$ cat config.mk
export PLATFORM = sky130hd
export DESIGN_NAME = mlp_feed_ctrl
export DESIGN_NICKNAME = d
export VERILOG_FILES = /design/src/rtl/mlp_feed_pkg.sv /design/src/rtl/mlp_feed_check.sv /design/src/rtl/mlp_feed_ctrl.sv
export SDC_FILE = /design/constraint.sdc
export NUM_CORES = 1
export LEC_CHECK = 0
export ABC_AREA = 1
export BUFFER_PORTS_ARGS = -buffer_cell sky130_fd_sc_hd__buf_2
export CAP_MARGIN = 20
export CORE_ASPECT_RATIO = 1.5
export CORE_UTILIZATION = 56
export CTS_BUF_LIST = sky130_fd_sc_hd__clkbuf_16
export DETAILED_ROUTE_END_ITERATION = 12
export HOLD_SLACK_MARGIN = 0.06
export PLACE_DENSITY_LB_ADDON = 0.08
export SKIP_CTS_REPAIR_TIMING = 1
export SLEW_MARGIN = 40
export SYNTH_ARGS = -nofsm -noshare
export SYNTH_HDL_FRONTEND = slang
export SYNTH_HIERARCHICAL = 1
export SYNTH_SLANG_ARGS = --single-unit
$ cat constraint.sdc
create_clock -name clk -period 2.2 [get_ports clk]
set_clock_uncertainty 0.05 [all_clocks]
set_input_delay 0.11 -clock clk [delete_from_list [all_inputs] [get_ports clk]]
set_output_delay 0.11 -clock clk [all_outputs]
set_load 0.05 [all_outputs]
$ cat src/rtl/mlp_feed_pkg.sv
// Shared types and constants for the MLP feed sequencer and its optional
// shadow checker.
package mlp_feed_pkg;

  localparam int PAIR_W = 8;
  localparam int NIB_W  = 4;
  localparam int ACC_W  = 16;

  typedef enum logic [1:0] {
    S_IDLE,
    S_CLEAR,
    S_STREAM,
    S_DRAIN
  } state_t;

  // Negative two's-complement totals clamp to zero; zero and positive pass through.
  function automatic logic [ACC_W-1:0] relu(input logic [ACC_W-1:0] v);
    return v[ACC_W-1] ? '0 : v;
  endfunction

endpackage

$ cat src/rtl/mlp_feed_check.sv
// Shadow accumulator that recomputes the MAC total from the streamed pairs
// and flags a disagreement with the MAC's ReLU output at drain time.
module mlp_feed_check
  import mlp_feed_pkg::*;
(
  input  logic              clk,
  input  logic              rst_n,
  input  logic              clr,
  input  logic              pair_valid,
  input  logic [PAIR_W-1:0] pair,
  input  logic              capture,
  input  logic              err_clr,
  input  logic [ACC_W-1:0]  relu_in,
  output logic              check_err
);

  logic signed [NIB_W-1:0]   i_val;
  logic signed [NIB_W-1:0]   w_val;
  logic signed [2*NIB_W-1:0] prod;
  logic [ACC_W-1:0]          prod_ext;
  logic [ACC_W-1:0]          shadow;

  assign i_val    = pair[NIB_W-1:0];
  assign w_val    = pair[PAIR_W-1:NIB_W];
  assign prod     = i_val * w_val;
  assign prod_ext = {{(ACC_W-2*NIB_W){prod[2*NIB_W-1]}}, prod};

  always_ff @(posedge clk) begin
    if (!rst_n) begin
      shadow    <= '0;
      check_err <= 1'b0;
    end else begin
      if (clr) begin
        shadow <= '0;
      end else if (pair_valid) begin
        shadow <= shadow + prod_ext;
      end

      if (err_clr) begin
        check_err <= 1'b0;
      end else if (capture) begin
        check_err <= (relu(shadow) != relu_in);
      end
    end
  end

endmodule

$ cat src/rtl/mlp_feed_ctrl.sv
// Buffers (input, weight) nibble pairs and streams them into the neuron MAC,
// then captures its ReLU result. Optional checker: define MLP_FEED_CHECK_EN.
module mlp_feed_ctrl
  import mlp_feed_pkg::*;
#(
  parameter  int N_TERMS = 8,
  localparam int CNT_W   = $clog2(N_TERMS + 1),
  localparam int IDX_W   = (N_TERMS > 1) ? $clog2(N_TERMS) : 1
) (
  input  logic              clk,
  input  logic              rst_n,
  input  logic              load_valid,
  output logic              load_ready,
  input  logic [PAIR_W-1:0] load_data,
  input  logic              load_last,
  input  logic              start,
  output logic              busy,
  output logic [CNT_W-1:0]  count,
  output logic [PAIR_W-1:0] pair_out,
  output logic              pair_valid,
  output logic              acc_clr,
  input  logic [ACC_W-1:0]  relu_in,
  output logic [ACC_W-1:0]  result,
`ifdef MLP_FEED_CHECK_EN
  output logic              result_valid,
  output logic              check_err
`else
  output logic              result_valid
`endif
);

  localparam logic [CNT_W-1:0] FULL = CNT_W'(N_TERMS);

  state_t            state;
  state_t            state_next;
  logic [IDX_W-1:0]  idx;
  logic [IDX_W-1:0]  idx_next;
  logic [IDX_W-1:0]  idx_inc;
  logic [IDX_W-1:0]  wr_idx;
  logic [CNT_W-1:0]  cnt_inc;
  logic [PAIR_W-1:0] pair_next;
  logic [PAIR_W-1:0] pair_buf [N_TERMS];
  logic              sealed;
  logic              load_fire;
  logic              run_start;
  logic              idx_last;

  assign load_ready = (state == S_IDLE) && !start && (count < FULL);
  assign load_fire  = load_valid && load_ready;
  assign run_start  = (state == S_IDLE) && start && (count != '0);
  assign cnt_inc    = count + CNT_W'(1);
  assign idx_inc    = idx + IDX_W'(1);
  assign idx_last   = (CNT_W'(idx) == count - CNT_W'(1));
  // A beat arriving after a sealed vector starts a fresh vector at slot 0.
  assign wr_idx     = sealed ? '0 : count[IDX_W-1:0];

  always_comb begin
    state_next = state;
    idx_next   = idx;
    pair_next  = '0;
    case (state)
      S_IDLE: begin
        if (run_start) state_next = S_CLEAR;
      end
      S_CLEAR: begin
        state_next = S_STREAM;
        idx_next   = '0;
        pair_next  = pair_buf[0];
      end
      S_STREAM: begin
        if (idx_last) begin
          state_next = S_DRAIN;
        end else begin
          idx_next  = idx_inc;
          pair_next = pair_buf[idx_inc];
        end
      end
      S_DRAIN: begin
        state_next = S_IDLE;
      end
      default: begin
        state_next = S_IDLE;
      end
    endcase
  end

  // Outputs are registered from the next state so they line up with it.
  always_ff @(posedge clk) begin
    if (!rst_n) begin
      state        <= S_IDLE;
      idx          <= '0;
      count        <= '0;
      sealed       <= 1'b0;
      pair_out     <= '0;
      pair_valid   <= 1'b0;
      acc_clr      <= 1'b0;
      busy         <= 1'b0;
      result       <= '0;
      result_valid <= 1'b0;
    end else begin
      state        <= state_next;
      idx          <= idx_next;
      pair_out     <= pair_next;
      pair_valid   <= (state_next == S_STREAM);
      acc_clr      <= (state_next == S_CLEAR);
      busy         <= (state_next != S_IDLE);
      result_valid <= (state == S_DRAIN);
      if (state == S_DRAIN) result <= relu_in;

      if (load_fire) begin
        if (sealed) begin
          count  <= CNT_W'(1);
          sealed <= load_last || (N_TERMS == 1);
        end else begin
          count  <= cnt_inc;
          sealed <= load_last || (cnt_inc == FULL);
        end
      end
    end
  end

  always_ff @(posedge clk) begin
    if (load_fire) pair_buf[wr_idx] <= load_data;
  end

`ifdef MLP_FEED_CHECK_EN
  mlp_feed_check u_check (
    .clk        (clk),
    .rst_n      (rst_n),
    .clr        (acc_clr),
    .pair_valid (pair_valid),
    .pair       (pair_out),
    .capture    (state == S_DRAIN),
    .err_clr    (run_start),
    .relu_in    (relu_in),
    .check_err  (check_err)
  );
`endif

endmodule

== Word level (Yosys, flattened, before mapping) ==
Memories as Yosys holds them, arrays and structs flattened.
Cells that the tools add are included.
Word-level totals
  output and inout port bits: 33
  memories kept: 1
  memory bits (writable): 64
  word-level logic and storage cells: 47
  input port bits: 29
  bits in registers: 38
Memory list
  pair_buf: depth 8, bits a word 8, rd ports 2, clocked after memory_dff 0, write ports 1, line mlp_feed_ctrl.sv:42  | logic [PAIR_W-1:0] pair_buf [N_TERMS];
Operators by class
  $add $sub $neg: 3
  multiplexer cells: 12
  reductions and logical operators: 12
  equality and inequality tests: 8
  magnitude comparators: 1
Operators by type and width (count)
  $pmux 8 s2: 1
  $mux 8: 1
  $pmux 2 s4: 1
  $eq 2x2->1 const B: 3
  $mux 3: 2
  $pmux 3 s2: 1
  $logic_and 1x1->1: 5
  $add 4x1->4 const B: 1
  $eq 2x1->1 const B: 2
  $eq 3x4->1: 1
  $eq 4x4->1 const B: 1
  $lt 4x4->1 const B: 1
  $mux 2: 2
  $mux 4: 1
  $reduce_bool 2->1: 2
  $reduce_bool 4->1: 1
  $sub 4x1->4 const B: 1
  $add 3x1->3 const B: 1
  $mux 1: 3
  $logic_not 2->1: 1
  $ne 2x2->1 const B: 1
  $reduce_and 2->1: 1
  $logic_not 1->1: 1
  $logic_or 1x1->1: 1

== Logic depth before layout (Yosys ltp) ==
Gate-level depths: netlist of the first run.
  depth in word-level cells: 6
  mapped depth: 13
  depth with buffers taken out: 13

== Worst setup path after synthesis of the first run ==
Ideal clock, no wire load.
  path type: reg2reg
  start point: register count[3]
  end point: memory pair_buf[6][0], enable pin
  cell stages (with the launch flop): 6
  slack: -0.538 ns
  arrival time: 2.309 ns
  period minus slack after synthesis: 2.738 ns
  data required time: 1.770 ns
  setup time: 0.380 ns
  buffers on the path: 0
  cells stage by stage: dfxtp_1 nor3_2 nand2_2 inv_1 nand2_1 nor4_2
On the way
  longest elaborated chain between the ends: 5
RTL lines
  start, declared: line mlp_feed_ctrl.sv:18  | output logic [CNT_W-1:0] count,
  start signal, assigned: line mlp_feed_ctrl.sv:115  | count <= cnt_inc;
  $lt 4x4->1: line mlp_feed_ctrl.sv:48  | assign load_ready = (state == S_IDLE) && !start && (count < FULL);
  $logic_and 1x1->1: line mlp_feed_ctrl.sv:48
  net load_ready: line mlp_feed_ctrl.sv:13  | output logic load_ready,
  $logic_and 1x1->1: line mlp_feed_ctrl.sv:49  | assign load_fire = load_valid && load_ready;
  $mux 1: line mlp_feed_ctrl.sv:123  | if (load_fire) pair_buf[wr_idx] <= load_data;
  $mux 1 (implied by the code): line mlp_feed_ctrl.sv:123
  end, declared: line mlp_feed_ctrl.sv:42
The timed path passes the listed nets, and every way through them passes these cells.

== Final worst setup path of the first run ==
  start point: register count[0]
  end point: register idx[1]
On the way
  longest elaborated chain between the ends: 4
RTL lines
  $sub 4x1->4: line mlp_feed_ctrl.sv:53  | assign idx_last = (CNT_W'(idx) == count - CNT_W'(1));
  $eq 3x4->1: line mlp_feed_ctrl.sv:53
  $ne 2x2->1 (no source line)
  $reduce_and 2->1 (no source line)
  end signal, assigned: line mlp_feed_ctrl.sv:102  | idx <= idx_next;
  end, declared: line mlp_feed_ctrl.sv:36  | logic [IDX_W-1:0] idx;
No other way between the ends.
A chain may end at the register's enable or synchronous reset.

==> flow_summary.toml, run 1 <==
[outcome]
status = "completed"

[logic_synthesis]
synthFlopType = "edfxtp_1"
synthTopCellsByCount = "nand2_1 (131), edfxtp_1 (64), nor2_1 (44)"
synth_area_um2 = 4220
synthCells = 428
synth.top_cell.area_share_pct = 45.6
synth_area_per_cell_um2 = 9.86
synth.area.top_cells = "edfxtp_1 (46%), dfxtp_1 (18%), nand2_1 (12%), nand3_1 (4.6%), nor2_1 (3.9%)"
yosysMostFrequentCell = "nand2_1"
synth.ff_latch_count = 102
yosysWarnings = 6
synth_nets = 466
synthArstFlopShare_pct = 0
synth_seq_area_share_pct = 63.6
yosysUniqueCellTypes = 26
yosys.area.top_type = "edfxtp_1"
synth_edf_count = 64

[final_layout]
diodes = 0
area_growth_pct = 24.3
fillers = 550
nets = 557
stdcell_count = 624
final_util_pct = 72.1
drive_gt1_share_pct = 21.0

[timing]
hold_viol = 0
period_minus_slack_ns = 2.01
timing.final.crit_share_pct = 91.5
setup_violations = 0
rsz0062_at_grt = "no"
maxSlewHeadroom_pct = 59.4
fmax_mhz = 497
maxSlewViolCount = 0
worstMarginPinSlew_ns = 0.608

[min_path]
min_path_type = "input pin to flop"
min_path_cells = 5
min_to = "sealed"
holdCritStartpoint = "load_last"

[critical_path]
cp_data_arrival_time_ns = 2.23
cp.required_ns = 2.42
cp_slowest_cell = "dfxtp_1"
worstPathMaxFanout = 12
timing.rr.start = "count[0]"
rrSetupSlack_ns = 0.19
rr_endpoint = "idx[1]"
ff2ff_path_depth = 8
end_kind = "flop"
setup.worst_path.class = "flop to flop"
slowest_delay_ns = 0.44
start_kind = "flop"
worstPathCellList = "inv_1, ha_1, xnor2_1, nor2_1, nand3_4, nand2_1, nand3_1, a21oi_1"

[grt]
use_met2_pct = 44.3
grt_max_degree = 35
antenna_found_initial = 0
overflow = 0
grt_pass1_vias = 3013
grt_pass1_wl_um = 14300
met3_usage_pct = 4.57
grt_usage_pct = 25.1
grt_util_met1_pct = 26.8
globalRoute.busiestLayer = "met2"

[die]
rows = 38
core_um2 = 7270
die_w_um = 72.9
die_h_um = 108
top_level_ports = 62
start_util_pct = 58.0
die_area_um2 = 7890

[clocking]
htree_levels = 3
root_buffer = "clkbuf_16"
cts_num_sinks = 102
clockBufferDepth = 2
cts_tree = "yes"
clkTransAtPathRegs_ns = 0.06
cts_buffers = 9
clock_latency_ns = 0.34

[route]
avgRoutedWirePerCell_um = 15.3
via_per_inst = 5.22
via_count = 3257
drc = 0
ant_nets = 0
first_iter_violations = 308
dr.pass1.iters = 4
wirelength_um = 9540

[pwr]
leakagePower_nw = 2.23
ir_drop_v = 0.000469
p_per_area_nw_per_um2 = 796

[place]
routabilityCongestion = 0.838
portBuffers = 61
post-place-cells = 584
hpwl_um = 6260

[job]
maxCapViolations = 0
worst max-delay path by stage:
stage / startpoint / end / slack [ns] / depth (start not counted)
6_report: count[0] / idx[1] / 0.19 / 8
5_1_grt: count[0] / idx[2] / 0.01 / 8
4_1_cts: count[0] / idx[1] / 0.11 / 8
3_5_place_dp: count[0] / idx[1] / 0.12 / 8
3_3_place_gp: count[0] / idx[0] / 0.23 / 9
2_1_floorplan: state[0] / pair_buf[3][0] / -0.10 / 6
per-layer routing:
layer	vias to the layer above	part of all wire [%]
met1	1506	37
met4	0	4.4
met2	106	53
met3	32	5.1
met5	-	0
li1	1613	-
layout by cell type (no fill, tap or decap), drive strengths merged, types with 2 or more instances in the layout:
cell type and instances:
dfxtp 38, nand4 9, dlygate4sd3 24, inv 23, nand2 133, nand3 42
a21oi 16, clkinv 4, nor2 45, o21ai 20, clkbuf 9, xnor2 3
ha 9, bufinv 2, buf 75, edfxtp 64, nor3 5
logic make-up (layout without fill, tap and decap cells):
group	Yosys count	after routing	share of synthesized area, %
AOI/OAI and AO/OA	37	37	4.45
xor gates and xnor gates	4	4	1.01
adders and majority gates	9	9	2.67
buffers and inverters	41	137	4.48
DFF	102	102	63.6
and+or+nand+nor	235	235	23.8
state kept, by name (all words and copies together) (netlist names):
signal	flops
count	4
result_valid	1
pair_out	8
sealed	1
pair_valid	1
state	2
idx	3
pair_buf	64
busy	1
result	16
acc_clr	1
per-stage QoR:
| stage | setup TNS (ns) | setup WS, ns | power (mW) | area (um^2) | hold WS [ns] |
|---|---|---|---|---|---|
| after floorplan | -2.93 | -0.105 | 2.42 | 4260 | 0.159 |
| after global placement | 0 | 0.234 | 2.54 | 4690 | 0.281 |
| after detailed placement | 0 | 0.125 | 2.55 | 4690 | 0.288 |
| after CTS | 0 | 0.113 | 4.16 | 5000 | -0.0718 |
| after global routing | 0 | 0.00953 | 4.30 | 5240 | 0.0806 |
| final | 0 | 0.187 | 4.17 | 5240 | 0.0634 |
report_power, final:
| group | internal (mW) | total, mW | leakage (nW) | switching (mW) |
|---|---|---|---|---|
| clock network | 0.978 | 1.63 | 0.153 | 0.654 |
| registers | 2.06 | 2.09 | 0.886 | 0.0213 |
| logic | 0.152 | 0.453 | 1.19 | 0.301 |
| total | 3.19 | 4.17 | 2.23 | 0.977 |
worst max-delay path, delay by kind of cell, from the launching register on:
family / cells / cell delay (ns)
flip-flops: 1 / 0.44
AO/OA/AOI/OAI: 1 / 0.15
adder cells (fa/ha/maj): 1 / 0.35
AND/OR/NAND/NOR: 4 / 0.66
XOR/XNOR: 1 / 0.13
buffers and inverters: 1 / 0.15
cell type report:
type / instances / area (um^2) / share of cell area (%)
Clock inverter: 7 / 80.1 / 1.53
Timing Repair Buffer: 99 / 651 / 12.4
Inverter: 22 / 82.6 / 1.57
Clock buffer: 9 / 225 / 4.29
Sequential cell: 102 / 2690 / 51.2
Tap cell: 100 / 125 / 2.39
Multi-Input combinational cell: 285 / 1400 / 26.6
(Power assumes the default switching activity.)
==> run 2, diff against run 1 <==
--- a/config.mk
+++ b/config.mk
@@ -5,7 +5,6 @@
 export SDC_FILE = /design/constraint.sdc
 export NUM_CORES = 1
 export LEC_CHECK = 0
-export ABC_AREA = 1
 export BUFFER_PORTS_ARGS = -buffer_cell sky130_fd_sc_hd__buf_2
 export CAP_MARGIN = 20
 export CORE_ASPECT_RATIO = 1.5
==> flow_summary.toml, run 2 <==
[outcome]
status = "completed"

[grt]
met3_usage_pct = 2.43
grt_max_degree = 34
grt_util_met1_pct = 23.6
grt_pass1_vias = 2403
overflow = 0
grt_pass1_wl_um = 12200
antenna_found_initial = 0
globalRoute.busiestLayer = "met2"
use_met2_pct = 40.5
grt_usage_pct = 22.3

[job]
maxCapViolations = 0

[timing]
period_minus_slack_ns = 1.90
maxSlewViolCount = 0
hold_viol = 0
fin_setup_tns_ns = 0
whs_ns = 0.201
setup_violations = 0
worstMarginPinSlew_ns = 0.497
fmax_mhz = 527
rsz0062_at_grt = "no"
timing.final.crit_share_pct = 86.3
maxSlewHeadroom_pct = 66.8

[final_layout]
stdcell_count = 471
final_common_cell = "edfxtp_1"
largest_reg_flops = 64
drive_gt1_share_pct = 31.5
mostFrequentLayoutCells = "edfxtp_1 (64), buf_2 (61), dfxtp_1 (38)"
nets = 404
fillers = 469
area_growth_pct = 24.6
diodes = 0
regMostFlops = "pair_buf"
largestRegisters = "pair_buf: 64 flops, result: 16 flops, pair_out: 8 flops"

[place]
portBuffers = 61
post-place-cells = 430
hpwl_um = 5340
routabilityCongestion = 0.779

[critical_path]
cp.required_ns = 2.19
worstPathMaxFanout = 10
timing.rr.start = "state[0]"
cp_data_arrival_time_ns = 1.89
setup.worst_path.class = "flop to flop"
start_kind = "flop"
end_kind = "flop"
rr_endpoint = "pair_buf[7][6]"
rrSetupSlack_ns = 0.30
ff2ff_path_depth = 6

[clocking]
clockBufferDepth = 2
cts_num_sinks = 102
clkTransAtPathRegs_ns = 0.06
cts_tree = "yes"
root_buffer = "clkbuf_16"
clock_latency_ns = 0.34
htree_levels = 3
cts_buffers = 9

[die]
top_level_ports = 62
die_area_um2 = 7750
start_util_pct = 57.7
die_h_um = 107
core_um2 = 7180
die_w_um = 72.2
rows = 38

[logic_synthesis]
synthTopCellsByCount = "edfxtp_1 (64), dfxtp_1 (38), mux2i_1 (27)"
yosysMostFrequentCell = "edfxtp_1"
yosys.area.top_type = "edfxtp_1"
synthCells = 266
synth_edf_count = 64
synthFlopType = "edfxtp_1"
yosysWarnings = 6
synth.ff_latch_count = 102
synth_seq_area_share_pct = 64.8
synth.area.top_cells = "edfxtp_1 (46%), dfxtp_1 (18%), mux4_2 (8.7%), mux2i_1 (6.5%), ha_1 (2.7%)"
yosysUniqueCellTypes = 38
synth_area_um2 = 4140
synthArstFlopShare_pct = 0
synth.top_cell.area_share_pct = 46.4
synth_nets = 304
synth_area_per_cell_um2 = 15.6

[min_path]
holdCritStartpoint = "rst_n"
min_path_cells = 2
min_path_type = "input pin to flop"
min_to = "busy"

[pwr]
leakagePower_nw = 1.98
ir_drop_v = 0.000484
finalPower_mw = 4.14
p_per_area_nw_per_um2 = 803

[route]
wirelength_um = 8130
avgRoutedWirePerCell_um = 17.3
dr.pass1.iters = 5
via_per_inst = 5.31
ant_nets = 0
drc = 0
first_iter_violations = 208
via_count = 2499
run 2: cell count changes after synthesis, sizes merged, moves of 4 or more:
cell	delta
mux2i	+27
a21oi	-13
o21a	+5
inv	-16
nand3	-37
buf	-4
nor2b	+17
nor2	-36
mux4	+16
nand2	-116
o21ai	-8
nand4	-9
run 2: layout make-up:
class,instances,area [um^2],share of cell area [%]
Timing Repair Buffer,102,676,13.1
Sequential cell,102,2680,52.0
Clock inverter,5,21.3,0.412
Inverter,6,22.5,0.437
Clock buffer,11,275,5.34
Multi-Input combinational cell,145,1360,26.3
Tap cell,100,125,2.43
run 2: logic make-up (layout without fill, tap and decap cells):
| group | count (synthesis) | count (layout) | share of synthesized area, % |
|---|---|---|---|
| compound gates | 23 | 23 | 4.02 |
| mux | 43 | 43 | 15.2 |
| simple gates | 64 | 64 | 8.68 |
| buf+inv | 19 | 124 | 2.57 |
| flops | 102 | 102 | 64.8 |
| fa+ha+maj | 9 | 9 | 2.72 |
| xor+xnor | 6 | 6 | 1.96 |
run 2: power by group:
| part | switching [mW] | internal, mW |
|---|---|---|
| Sequential | 0.0228 | 2.08 |
| Clock | 0.636 | 0.889 |
| Combinational | 0.288 | 0.230 |
run 2: how the worst max path moves through the flow:
stage,from,to,slack [ns],depth (start not counted)
2_1_floorplan,count[1],pair_out[0],0.06,6
3_3_place_gp,state[0],pair_buf[7][2],0.38,6
3_5_place_dp,state[0],pair_buf[7][5],0.32,6
4_1_cts,state[0],pair_buf[7][6],0.31,6
5_1_grt,state[1],pair_buf[7][6],0.12,6
6_report,state[0],pair_buf[7][6],0.30,6
run 2: layer usage:
| metal | part of all wire (%) | vias up |
|---|---|---|
| li1 | - | 1181 |
| met1 | 37 | 1239 |
| met2 | 58 | 63 |
| met3 | 2.8 | 16 |
| met4 | 2.9 | 0 |
| met5 | 0 | - |
run 2: per-stage QoR:
step	util, %	instance area, um^2	setup WS, ns
after floorplan	-	4140	0.0556
after global placement	64.2	4610	0.384
after detailed placement	64.2	4610	0.320
after CTS	68.4	4910	0.313
after global routing	71.8	5160	0.123
final	71.8	5160	0.302
run 2: worst max-delay path, cell delays in order (launching register included):
cell      delay [ns]
dfxtp_1         0.34
inv_1           0.12
ha_1            0.19
and4bb_2        0.36
nand3b_1        0.19
nor2_1          0.15
buf_4           0.19
